[config.mk]
export PLATFORM = sky130hd
export DESIGN_NAME = calc_sequencer
export DESIGN_NICKNAME = d
export VERILOG_FILES = /design/src/rtl/calc_sequencer.sv
export SDC_FILE = /design/constraint.sdc
export NUM_CORES = 1
export LEC_CHECK = 0
export CAP_MARGIN = 20
export CORE_UTILIZATION = 53
export CTS_CLUSTER_DIAMETER = 50
export CTS_CLUSTER_SIZE = 28
export DETAILED_ROUTE_END_ITERATION = 6
export PLACE_DENSITY = 0.79
export SYNTH_ARGS = -nofsm -noshare
export SYNTH_HDL_FRONTEND = slang
export SYNTH_SLANG_ARGS = --single-unit
export TNS_END_PERCENT = 50
[constraint.sdc]
create_clock -name CLK -period 5 [get_ports CLK]
set_clock_uncertainty 0.15 [all_clocks]
set_input_delay 1 -clock CLK [delete_from_list [all_inputs] [get_ports CLK]]
set_output_delay 1 -clock CLK [all_outputs]
set_load 0.02 [all_outputs]
[src/rtl/calc_sequencer.sv]
// Program-driven initiator for the accumulator calculator datapath: runs a host-written
// instruction store, issues (IN, OP) pairs, checks errors and captures results.
module calc_sequencer #(
  parameter int DEPTH = 32,
  parameter int NRES  = 4,
  parameter int AW    = $clog2(DEPTH)
) (
  input  logic          CLK,
  input  logic          RST_N,
  input  logic          PW_EN,
  input  logic [AW-1:0] PW_ADDR,
  input  logic [21:0]   PW_DATA,
  input  logic          START,
  output logic [15:0]   DP_IN,
  output logic [3:0]    DP_OP,
  input  logic [31:0]   DP_OUT,
  input  logic [1:0]    DP_ERR,
  input  logic [1:0]    RES_SEL,
  output logic [31:0]   RES_DATA,
  output logic          BUSY,
  output logic          DONE,
  output logic          FAULT,
  output logic [1:0]    FAULT_CODE,
  output logic [AW-1:0] FAULT_PC
);

  typedef enum logic [2:0] {
    S_IDLE, S_INIT, S_FETCH, S_ISSUE, S_CHECK, S_STORE, S_DONE
  } state_t;

  typedef enum logic [1:0] {
    K_IMM = 2'b00, K_REG = 2'b01, K_STORE = 2'b10, K_HALT = 2'b11
  } kind_t;

  state_t        r_state;
  state_t        w_next;
  logic [21:0]   r_mem [DEPTH];
  logic [31:0]   r_res [NRES];
  logic [21:0]   r_ir;
  logic [AW-1:0] r_pc;
  logic          r_fault;
  logic [1:0]    r_fault_code;
  logic [AW-1:0] r_fault_pc;
  logic [21:0]   w_fetch;
  logic          w_last;
  kind_t         w_fetch_kind;
  kind_t         w_ir_kind;

  assign w_fetch      = r_mem[r_pc];
  assign w_fetch_kind = kind_t'(w_fetch[21:20]);
  assign w_ir_kind    = kind_t'(r_ir[21:20]);
  assign w_last       = (r_pc == AW'(DEPTH - 1));

  // Store is deliberately left out of reset so a program survives an aborted run.
  always_ff @(posedge CLK) begin
    if (PW_EN && !BUSY) r_mem[PW_ADDR] <= PW_DATA;
  end

  always_ff @(posedge CLK) begin
    if (!RST_N) r_state <= S_IDLE;
    else        r_state <= w_next;
  end

  always_comb begin
    w_next = r_state;
    case (r_state)
      S_IDLE:  if (START) w_next = S_INIT;
      S_INIT:  w_next = S_FETCH;
      S_FETCH: begin
        case (w_fetch_kind)
          K_HALT:  w_next = S_DONE;
          K_STORE: w_next = S_STORE;
          default: w_next = S_ISSUE;
        endcase
      end
      S_ISSUE: w_next = S_CHECK;
      S_CHECK: w_next = (DP_ERR != 2'b00 || w_last) ? S_DONE : S_FETCH;
      S_STORE: w_next = w_last ? S_DONE : S_FETCH;
      S_DONE:  w_next = S_IDLE;
      default: w_next = S_IDLE;
    endcase
  end

  always_comb begin
    DP_OP = '0;
    DP_IN = '0;
    BUSY  = 1'b1;
    DONE  = 1'b0;
    case (r_state)
      S_IDLE:  BUSY  = 1'b0;
      S_INIT:  DP_OP = '1;
      S_ISSUE: begin
        DP_OP = r_ir[19:16];
        DP_IN = (w_ir_kind == K_REG) ? r_res[r_ir[1:0]][15:0] : r_ir[15:0];
      end
      S_DONE: begin
        DONE = 1'b1;
        BUSY = 1'b0;
      end
      default: ;
    endcase
  end

  // Executing the last store entry without HALT ends the run; PC holds rather than wrapping.
  always_ff @(posedge CLK) begin
    if (!RST_N) begin
      r_pc         <= '0;
      r_ir         <= '0;
      r_fault      <= 1'b0;
      r_fault_code <= '0;
      r_fault_pc   <= '0;
      for (int unsigned i = 0; i < NRES; i++) r_res[i] <= '0;
    end else begin
      case (r_state)
        S_IDLE: if (START) begin
          r_fault <= 1'b0;
          r_pc    <= '0;
        end
        S_FETCH: r_ir <= w_fetch;
        S_CHECK: begin
          if (DP_ERR != 2'b00) begin
            r_fault      <= 1'b1;
            r_fault_code <= DP_ERR;
            r_fault_pc   <= r_pc;
          end else if (!w_last) begin
            r_pc <= r_pc + AW'(1);
          end
        end
        S_STORE: begin
          r_res[r_ir[1:0]] <= DP_OUT;
          if (!w_last) r_pc <= r_pc + AW'(1);
        end
        default: ;
      endcase
    end
  end

  assign RES_DATA   = r_res[RES_SEL];
  assign FAULT      = r_fault;
  assign FAULT_CODE = r_fault_code;
  assign FAULT_PC   = r_fault_pc;

endmodule

==> results by stage <==
Yosys:
- The synthesis-stage register bit count is 877.
- The compound-gate portion of the synthesized area is 1.84%.
- The number of nets handed over by synthesis was 1744.
- The async set-or-reset flop fraction in the synthesized netlist is 0%.
- The synthesized area per cell is 20.6 sq um.
- The most common cell in the synthesized netlist is sky130_fd_sc_hd__edfxtp_1.
- In the synthesized netlist, mux cells make up 17.1% of the area.
- The commonest cells after synthesis are sky130_fd_sc_hd__edfxtp_1, sky130_fd_sc_hd__mux4_2, sky130_fd_sc_hd__and2_1, sky130_fd_sc_hd__nor2_1, sky130_fd_sc_hd__clkbuf_1.
- Counting flops with a built-in enable in the synthesized netlist gives 832.
- Summing the areas of all xor and xnor instances in the mapped netlist gives 0.0254% of the synthesized area.
- The mapped cell area is between 30000 and 40000 sq um.
- By area the synthesized netlist is led by sky130_fd_sc_hd__edfxtp_1, sky130_fd_sc_hd__mux4_2, sky130_fd_sc_hd__dfxtp_1.
- After synthesis, the largest family of logic cells by area is multiplexers.
- The proportion of synthesized chip area in sequential cells is 75.0%.
- Yosys printed 0 warnings.
- Summed over all instances, the cell type with the most area after synthesis is sky130_fd_sc_hd__edfxtp_1.
- The netlist uses 39 different library cells.
- The top cell type by area accounts for between 70% and 80% of the synthesized area.
- The most instantiated flip-flop cell in the synthesis netlist is sky130_fd_sc_hd__edfxtp_1.
- The synthesized netlist devotes around 4.6% of its cell area to simple gates.
- After Yosys synthesis, full adders, half adders and majority gates account for 0.0363% of the synthesized area.
- Synthesis handed over a netlist of 1676 instances.

STA:
- The transition time of the tightest slew-check pin is 1.05 ns.
- Setup repair after global routing left no endpoint under its margin.
- The maximum clock rate is 225 MHz.
- The final sum of negative setup slack is 0 ns.
- The count of pins over their slew limit is 0.
- In the finished design, the share of the clock period the worst path needs comes to 88.7%.
- The worst-case hold slack is 0.307 ns.
- The relative slew slack is approximately 30%.
- The minimum period implied by the final worst setup slack is between 4 and 5 ns.
- The number of hold-slack violations in the final timing report was 0.
- Setup violations remaining at the end of the flow were counted as 0.

Clocking:
- The clock transition at the register clock pins on the worst setup and hold paths after CTS is 0.08 ns.
- In this run the clock root is driven by a sky130_fd_sc_hd__clkbuf_16.
- TritonCTS created 69 clock buffers.
- CTS saw 877 sinks.
- The maximum number of buffers from clock root to sink is 3.
- The number of levels the H-tree was split into is 3.
- The number of post-CTS setup repair buffers is 0.
- The clock latency of the later-clocked register in the worst-skew pair is 0.63 ns.
- Gates resized during post-CTS repair numbered 0.
- TritonCTS built the clock tree.
- Buffers inserted to repair hold after CTS numbered 0.

Route:
- The routed wire length per instance is 29.8 microns.
- The total length of routed wires is 82600 microns.
- The count of nets left with antenna violations once routing finished came out at 0.
- The total iterations of the first detailed-routing run is 7.
- For this run, design rule violations remaining after detail routing come to 0.
- In this run, the number of DRC markers left after iteration 0 of detailed routing was 2362.
- After detailed routing, the number of vias per cell comes to 6.41.
- The via count is 17800.

Setup path:
- The critical path class is flip-flop to primary output.
- The maximum single-stage delay on the critical path is just under 0.8 ns.
- The worst flop-to-flop path endpoint is r_mem[17][16].
- The worst setup path is launched from a flip-flop.
- The launch instance of the worst register-to-register path is r_state[1].
- The worst-case reg-to-reg path depth is 5.
- On the critical path, the stage with the largest delay is an instance of sky130_fd_sc_hd__dfxtp_1.
- Along the worst path, the maximum fanout reaches 17.
- The worst register-to-register path has a setup slack of 1.37 ns.
- Traced cell by cell, the critical path runs through nand3b_1 > a21oi_1 > clkdlybuf4s50_1.
- The kind of cell with the highest combined delay along the critical path is flip-flops.
- The combined buffer and inverter count along the critical path is 1.
- At the worst endpoint, the arrival time is 3.29 ns.
- The type of destination of the critical path is a primary output.
- For the worst setup path, the data required time is 3.85 ns.

Run status:
- The run finished with clean final reports.

Flow run:
- Across the run, the number of max-cap violations was 0.

Hold path:
- The worst hold-check path type is flip-flop to flip-flop.
- The worst hold path was traced through 2 stages.
- For hold timing, the worst endpoint is FAULT_PC[1].
- The startpoint of the tightest hold check path is FAULT_PC[1].

Die:
- From left edge to right edge, the die measures roughly 260 microns.
- The number of standard-cell rows in the floorplan is 93.
- The region available for standard cell placement spans 64300 sq um.
- The I/O pin count is 129.
- The die is 257 microns tall.
- The die area is ~66000 sq um.
- For this configuration, the core starts out at a cell density of between 50% and 60%.

Global route:
- For this run, the total global-route usage over all layers was measured as 25.0%.
- The residual overflow from global routing is 0.
- The first-pass GRT wire length is 119000 microns.
- The number of global-route vias before repair is 17700.
- The maximum number of pins on one net before global-route repair is 53.
- The number of antenna violations at the first check in global routing came to 9.

Final layout:
- The layout has 4204 filler cells.
- Once layout is complete, the utilization of the core stands at approximately three fifths.
- The post-layout net count is around 1900.
- The synthesis-to-finish area growth is 15.3%.
- The post-layout instance count excluding filler cells is roughly 2800.
- The share of layout cells above drive strength 1 is 25.6%.

Placed design:
- The cell count after placement is about 2600.
- The count of buffers added on input and output ports is 128.
- The HPWL reported at the end of detailed placement is between 50000 and 60000 microns.
- The last weighted congestion value of the routability-driven placer is approximately 0.9.

Power:
- The cell-internal power is about 12 mW.
- In this run, the combinational gates consume 10.0% of the power.
- The share of total power dissipated in the clock network is 36.3%.
- The analysis attributes to cell leakage a power of 12.4 nW.
- The switching power is 3.70 mW.
- IR analysis of the VDD net gives a maximum drop of 242 uV.
- The portion of total power attributed to sequential cells is 53.7%.
- Net switching is roughly 24% of the power.
- For this design the ratio of total power to cell area is 386 nW/um^2.
==> worst max-delay path by stage <==
stage / from / endpoint / slack [ns] / depth (start not counted)
floorplan: r_state[0] / r_res[2][0] / 1.18 / 3
global placement: RES_SEL[1] / RES_DATA[8] / 1.06 / 4
detailed placement: RES_SEL[1] / RES_DATA[14] / 1.05 / 4
CTS: r_state[1] / DP_IN[4] / 0.59 / 3
global route: r_state[1] / DP_IN[4] / 0.39 / 3
finish: r_state[1] / DP_IN[4] / 0.56 / 3
==> area by class of cell <==
type,instances,area [sq um],area share (%)
Multi-Input combinational cell,696,8270,20.8
Timing Repair Buffer,211,2210,5.55
Tap cell,855,1070,2.69
Inverter,6,22.5,0.0566
Clock buffer,78,1850,4.64
Clock inverter,47,463,1.16
Sequential cell,877,25900,65.1
Antenna cell,2,5.00,0.0126
==> cells by family after synthesis <==
logic type,count (synthesis)
adder cells (fa/ha/maj),1
flip-flops,877
multiplexers,281
buffers and inverters,103
AO/OA/AOI/OAI,108
XOR/XNOR,1
AND/OR/NAND/NOR,305
==> flip-flops by register name, indices dropped and copies added (netlist names), named ones only <==
name,count
r_mem,704
FAULT,1
r_ir,22
FAULT_PC,5
r_res,128
r_pc,5
FAULT_CODE,2
r_state,3
==> through the flow <==
step	instance area [sq um]	worst slack (ns)	total power [mW]
floorplan	34500	1.18	9.34
global placement	37100	1.06	9.87
detailed placement	37100	1.05	9.91
CTS	39400	0.588	15.4
global route	39800	0.387	15.8
finish	39800	0.563	15.4
==> cells in the final DEF, fill, tap and decap left out, drive strengths merged, types with 2 or more instances in the layout <==
master         instances
mux2i                 33
buf                   79
nand3b                 5
clkinv                25
nor2b                  5
a22o                   2
nand4                  4
a22oi                 12
and4                   2
clkinvlp               4
o22ai                 20
o21ai                 25
clkbuf                83
inv                   24
edfxtp               832
clkdlybuf4s50        127
nor3                   5
or3                    3
nand2                 57
and3                   2
dfxtp                 45
nand3                  4
a211oi                 4
mux4                 248
diode                  2
nand2b                12
a21oi                 39
nor2                  74
and2                 131
==> power groups by stage <==
stage / clock [mW] / combinational [mW] / sequential, mW
CTS: 5.62 / 1.50 / 8.26
global route: 5.88 / 1.61 / 8.27
finish: 5.58 / 1.53 / 8.26
floorplan: 0 / 0.981 / 8.36
detailed placement: 0 / 1.48 / 8.43
global placement: 0 / 1.45 / 8.42
==> tightest hold or removal path, cell delays in order (launching register included) <==
cell	delay, ns
sky130_fd_sc_hd__dfxtp_1	0.31
sky130_fd_sc_hd__nand2_1	0.05
sky130_fd_sc_hd__a21oi_1	0.05
==> routing by layer <==
layer	share of wire [%]	GRT usage, %	vias to the layer above
li1	-	-	7204
met1	37	34.0	9191
met2	49	40.3	1169
met3	11	5.94	180
met4	3.2	8.25	14
met5	0.11	0	-
No activity file was read; power rests on OpenSTA's default activity.
